===== config.mk =====
export PLATFORM = sky130hd
export DESIGN_NAME = bf16_vector_loader_44
export DESIGN_NICKNAME = d
export VERILOG_FILES = /design/src/rtl/bf16_mac_pkg_44.sv /design/src/rtl/bf16_vector_loader_44.sv
export SDC_FILE = /design/constraint.sdc
export NUM_CORES = 1
export LEC_CHECK = 0
export ABC_AREA = 1
export CORE_MARGIN = 3
export CORE_UTILIZATION = 51
export CTS_CLUSTER_DIAMETER = 30
export CTS_CLUSTER_SIZE = 40
export DETAILED_ROUTE_END_ITERATION = 12
export PLACE_DENSITY = 0.86
export RECOVER_POWER = 25
export SETUP_SLACK_MARGIN = 0.1
export SYNTH_ARGS = -nofsm -noshare
export SYNTH_HDL_FRONTEND = slang
export SYNTH_SLANG_ARGS = --single-unit

===== constraint.sdc =====
create_clock -name clk_44 -period 24.6 [get_ports clk_44]
set_clock_uncertainty 0.2 [all_clocks]
set_input_delay 4.92 -clock clk_44 [delete_from_list [all_inputs] [get_ports clk_44]]
set_output_delay 4.92 -clock clk_44 [all_outputs]
set_load 0.01 [all_outputs]

===== src/rtl/bf16_mac_pkg_44.sv =====
// +----------------------------------------------------------------------------+
// | Module      : bf16_mac_pkg_44                                              |
// | Description : Shared types and constants for the BF16 MAC and its loader.  |
// | Revision    : 1.0 - initial release                                        |
// +----------------------------------------------------------------------------+
`default_nettype none

package bf16_mac_pkg_44;
   localparam int NUM_ELEMENTS = 12;
   localparam int DATA_W       = 16;

   typedef logic [15:0] bf16_t;
   localparam bf16_t c_bf16_zero = 16'h0000;

   typedef logic [2:0] loader_state_t;
   localparam loader_state_t c_st_fill   = 3'd0;
   localparam loader_state_t c_st_drop   = 3'd1;
   localparam loader_state_t c_st_start  = 3'd2;
   localparam loader_state_t c_st_busy   = 3'd3;
   localparam loader_state_t c_st_result = 3'd4;
endpackage

`default_nettype wire


===== src/rtl/bf16_vector_loader_44.sv =====
// +----------------------------------------------------------------------------+
// | Module      : bf16_vector_loader_44                                        |
// | Description : Assembles BF16 operand frames, drives the MAC, returns result|
// | Revision    : 1.0 - initial release                                        |
// +----------------------------------------------------------------------------+
`default_nettype none

module bf16_vector_loader_44 #(
   parameter int NUM_ELEMENTS   = bf16_mac_pkg_44::NUM_ELEMENTS,
   parameter int DATA_W         = bf16_mac_pkg_44::DATA_W,
   parameter int TIMEOUT_CYCLES = 1000
) (
   input  logic                             clk_44,
   input  logic                             rst_44,
   input  logic                             in_valid_44,
   output logic                             in_ready_44,
   input  logic [DATA_W-1:0]                in_a_44,
   input  logic [DATA_W-1:0]                in_b_44,
   input  logic                             in_last_44,
   output logic [NUM_ELEMENTS*DATA_W-1:0]   vector_a_44,
   output logic [NUM_ELEMENTS*DATA_W-1:0]   vector_b_44,
   output logic                             start_computation_44,
   input  logic                             computation_done_44,
   input  logic [DATA_W-1:0]                result_44,
   output logic                             res_valid_44,
   input  logic                             res_ready_44,
   output logic [DATA_W-1:0]                res_data_44,
   output logic                             err_short_44,
   output logic                             err_overrun_44,
   output logic                             err_timeout_44
);
   import bf16_mac_pkg_44::*;

   localparam int IDX_W = $clog2(NUM_ELEMENTS + 1);
   localparam int TMR_W = $clog2(TIMEOUT_CYCLES + 1);
   localparam logic [IDX_W-1:0] c_last_idx     = IDX_W'(NUM_ELEMENTS - 1);
   localparam logic [TMR_W-1:0] c_guard        = TMR_W'(2);
   localparam logic [TMR_W-1:0] c_timeout_last = TMR_W'(TIMEOUT_CYCLES - 1);

   loader_state_t      r_state;
   loader_state_t      w_next_state;
   logic [IDX_W-1:0]   r_idx;
   logic [TMR_W-1:0]   r_timer;
   logic [DATA_W-1:0]  r_bank_a [NUM_ELEMENTS];
   logic [DATA_W-1:0]  r_bank_b [NUM_ELEMENTS];
   logic               r_in_ready;
   logic               r_start;
   logic               r_res_valid;
   logic [DATA_W-1:0]  r_res_data;
   logic               r_err_short;
   logic               r_err_overrun;
   logic               r_err_timeout;
   logic               w_fire;
   logic               w_done_ok;

   assign w_fire    = in_valid_44 && r_in_ready;
   // Done is only trusted once the stale-done guard window has passed.
   assign w_done_ok = computation_done_44 && (r_timer >= c_guard);

   always_comb begin
      w_next_state = r_state;
      case (r_state)
         c_st_fill: begin
            if (w_fire) begin
               if (in_last_44)
                  w_next_state = c_st_start;
               else if (r_idx == c_last_idx)
                  w_next_state = c_st_drop;
            end
         end
         c_st_drop:   if (w_fire && in_last_44) w_next_state = c_st_start;
         c_st_start:  w_next_state = c_st_busy;
         c_st_busy: begin
            if (w_done_ok)
               w_next_state = c_st_result;
            else if (r_timer == c_timeout_last)
               w_next_state = c_st_fill;
         end
         c_st_result: if (res_ready_44) w_next_state = c_st_fill;
         default:     w_next_state = c_st_fill;
      endcase
   end

   always_ff @(posedge clk_44 or posedge rst_44) begin
      if (rst_44) begin
         r_state       <= c_st_fill;
         r_idx         <= '0;
         r_timer       <= '0;
         r_in_ready    <= 1'b0;
         r_start       <= 1'b0;
         r_res_valid   <= 1'b0;
         r_res_data    <= '0;
         r_err_short   <= 1'b0;
         r_err_overrun <= 1'b0;
         r_err_timeout <= 1'b0;
         for (int i = 0; i < NUM_ELEMENTS; i++) begin
            r_bank_a[i] <= '0;
            r_bank_b[i] <= '0;
         end
      end else begin
         r_state     <= w_next_state;
         r_in_ready  <= (w_next_state == c_st_fill) || (w_next_state == c_st_drop);
         r_start     <= (w_next_state == c_st_start);
         r_res_valid <= (w_next_state == c_st_result);
         case (r_state)
            c_st_fill: begin
               if (w_fire) begin
                  // A short frame zero-fills the tail so stale operands never reach the MAC.
                  for (int i = 0; i < NUM_ELEMENTS; i++) begin
                     if (IDX_W'(i) == r_idx) begin
                        r_bank_a[i] <= in_a_44;
                        r_bank_b[i] <= in_b_44;
                     end else if (in_last_44 && (IDX_W'(i) > r_idx)) begin
                        r_bank_a[i] <= DATA_W'(c_bf16_zero);
                        r_bank_b[i] <= DATA_W'(c_bf16_zero);
                     end
                  end
                  r_idx <= r_idx + 1'b1;
                  if (in_last_44 && (r_idx != c_last_idx))
                     r_err_short <= 1'b1;
                  if (!in_last_44 && (r_idx == c_last_idx))
                     r_err_overrun <= 1'b1;
               end
            end
            c_st_start: begin
               r_timer <= '0;
               r_idx   <= '0;
            end
            c_st_busy: begin
               if (w_done_ok)
                  r_res_data <= result_44;
               else if (r_timer == c_timeout_last)
                  r_err_timeout <= 1'b1;
               else
                  r_timer <= r_timer + 1'b1;
            end
            default: ;
         endcase
      end
   end

   for (genvar g = 0; g < NUM_ELEMENTS; g++) begin : g_pack
      assign vector_a_44[g*DATA_W +: DATA_W] = r_bank_a[g];
      assign vector_b_44[g*DATA_W +: DATA_W] = r_bank_b[g];
   end

   assign in_ready_44          = r_in_ready;
   assign start_computation_44 = r_start;
   assign res_valid_44         = r_res_valid;
   assign res_data_44          = r_res_data;
   assign err_short_44         = r_err_short;
   assign err_overrun_44       = r_err_overrun;
   assign err_timeout_44       = r_err_timeout;
endmodule

`default_nettype wire


==> impl_metrics.ini <==
[run_status]
status = finished with violations
violations = capacitance limit, slew limit

[floorplanning]
die-area_sq_um = 33670
die_width_um = 183.5
die_y_um = 183.5
std_cell_rows = 64
initial_core_util_pct = 52.11
io_pins = 460
core_sq_um = 30830

[timing]
finalSetupViolCount = 0
timing.final.hold_violations = 0
timing.final.max_slew_violations = 222
finalSetupTns_ns = 0
holdWs_ns = 0.2616
slew_headroom_pct = -251.5
min_period_ns = 9.939
finalCritPeriodShare_pct = 40.40
fmax_ghz = 0.1006
tightestPinTransition_ns = 5.243
worst_slack_ns = 14.66
rsz0062_at_grt = false

[power_and_ir_drop]
powerDensity_nw_per_um2 = 102.9
ir_worst_vdd_mv = 0.06464
total_power_mw = 2.422
leakagePower_nw = 11.08

[run]
cap_violations = 3

[global_routing]
grt_pass1_wl_mm = 91.26
grt_pass1_vias = 15669
grt_start_max_net_pins = 176
grt_antenna_before_repair = 4
grt_overflow = 0
track_usage_pct = 35.63

[cts]
cts_made_buffers = 78
htree_levels = 3
post_cts_buffers = 0
ctsHoldBuffers = 0
clock-sinks = 423
clk_latency_ns = 0.57
postCtsResizedCells = 0
cts_buffer_depth = 3
clockRootBuffer = clkbuf_16
clk_pin_slew_ns = 0.05
cts_tree = built

[critical_path]
cp_common_cell = buf_4
critical_path_peak_fanout = 120
crit_type = primary input to asynchronous set/reset pin
critPathArrivalTime_ns = 10.34
crit_slowest_cell = clkinvlp_2
path_cells = dlygate4sd3_1 -> clkinvlp_2 -> buf_4 -> buf_4
endpoint_kind = asynchronous set/reset pin
required_ns = 25.00
setup.worst_path.start_class = primary input
critPathMaxStageDelay_ns = 2.91

[route]
drt_iter0_drc = 1401
routed_wl_mm = 60.81
first_pass_iters = 5
viasPerCell = 5.978
drc = 0
num_vias = 15059
route.antenna.remaining_nets = 0
wl_per_cell_um = 24.14

[logic_synthesis]
synth.area.top_cells = dfrtp_1 66%, o21ai_0 12%, nand2_1 8.7%
ys_seq_area_share_pct = 65.88
syn_area_sq_um = 16070
yosys.cell_types.count = 30
synthCells = 1635
yosys.area.top_type_share_pct = 65.88
ys_warn_count = 0
yosys_register_bits = 423
post-synth-top-area-cell = dfrtp_1
syn_nets = 1694
syn_avg_cell_area_sq_um = 9.827

[layout]
fin_util_pct = 76.34
final_common_cell = dfrtp_1
final_cell_mix = 423 x dfrtp_1, 388 x o21ai_0, 372 x nand2_1
area_growth_pct = 46.49
final_nets = 2118
drive_above_1_share_pct = 8.157

[min_path]
min_path_type = register to register

[placed_design]
port_buffers = 459
place_ws_ns = 16.63
dp_hpwl_mm = 37.41
routabilityCongestion = 0.8547
-- logic make-up after synthesis --
| group | Yosys count | synth area share (%) |
|---|---|---|
| XOR/XNOR | 1 | 0.05452 |
| flip-flops | 423 | 65.88 |
| buffers and inverters | 224 | 5.490 |
| AND/OR/NAND/NOR | 471 | 11.85 |
| adder cells (fa/ha/maj) | 5 | 0.3894 |
| AO/OA/AOI/OAI | 511 | 16.33 |
-- cells in the mapped netlist (all sizes together) --
cell / count
a21boi: 1
a21o: 2
a21oi: 4
and3: 1
buf: 26
clkbuf: 105
dfrtp: 423
ha: 5
inv: 93
nand2: 373
nand3: 63
nand3b: 1
nand4: 7
nor2: 23
o211ai: 1
o21ai: 468
o21bai: 3
o22ai: 32
or2: 3
xor2: 1
-- worst max-delay path, delay by kind of cell --
kind | cells | cell delay, ns
buffers and inverters | 4 | 5.25
-- cell type report --
type / count / area [sq um]
antenna: 2 / 5.005
clock buffer: 89 / 2053
clock inverter: 53 / 669.4
fill: 1911 / 7293
inverter: 93 / 350.3
multi-input combinational: 988 / 4662
sequential: 423 / 10590
tap: 396 / 495.5
timing repair buffer: 475 / 4716
-- through the flow --
stage,cells,cell area (sq um)
after detailed placement,2375,20830
after floorplan,1635,16070
final,2519,23540
after CTS,2517,23560
after global placement,2375,20830
after global routing,2517,23530
-- registers in the layout (all words and copies together), names as in the netlist --
name and flops:
res_valid_44 1, r_idx 4, r_timer 10, vector_a_44 192, start_computation_44 1, err_short_44 1
r_state 3, err_overrun_44 1, err_timeout_44 1, in_ready_44 1, res_data_44 16, vector_b_44 192
-- per-layer routing --
layer	part of all wire [%]	up-vias	global-route usage, %
li1	-	6281	-
met1	36	7465	41.91
met2	47	1044	57.61
met3	10	267	9.854
met4	6.9	2	23.71
met5	0.013	-	0
-- final timing paths --
check | start | to | slack [ns] | cells past startpoint
hold reg to reg | err_short_44 | err_short_44 | 0.26 | 1
hold / removal | err_short_44 | err_short_44 | 0.26 | 1
min in group asynchronous | rst_44 | vector_b_44[64] | 6.22 | 2
setup reg to reg | r_state[1] | vector_b_44[76] | 20.05 | 7
setup / recovery | rst_44 | vector_b_44[160] | 14.66 | 4
max in group clk_44 | in_valid_44 | vector_b_44[76] | 15.79 | 7
-- report_power, final --
| part | total (mW) | leakage, nW | switching, mW | internal (mW) |
|---|---|---|---|---|
| sequential | 0.856 | 5.76 | 0.0630 | 0.793 |
| combinational | 0.465 | 4.01 | 0.261 | 0.204 |
| clock | 1.10 | 1.30 | 0.370 | 0.730 |
Power figures use the tool's default switching activity.
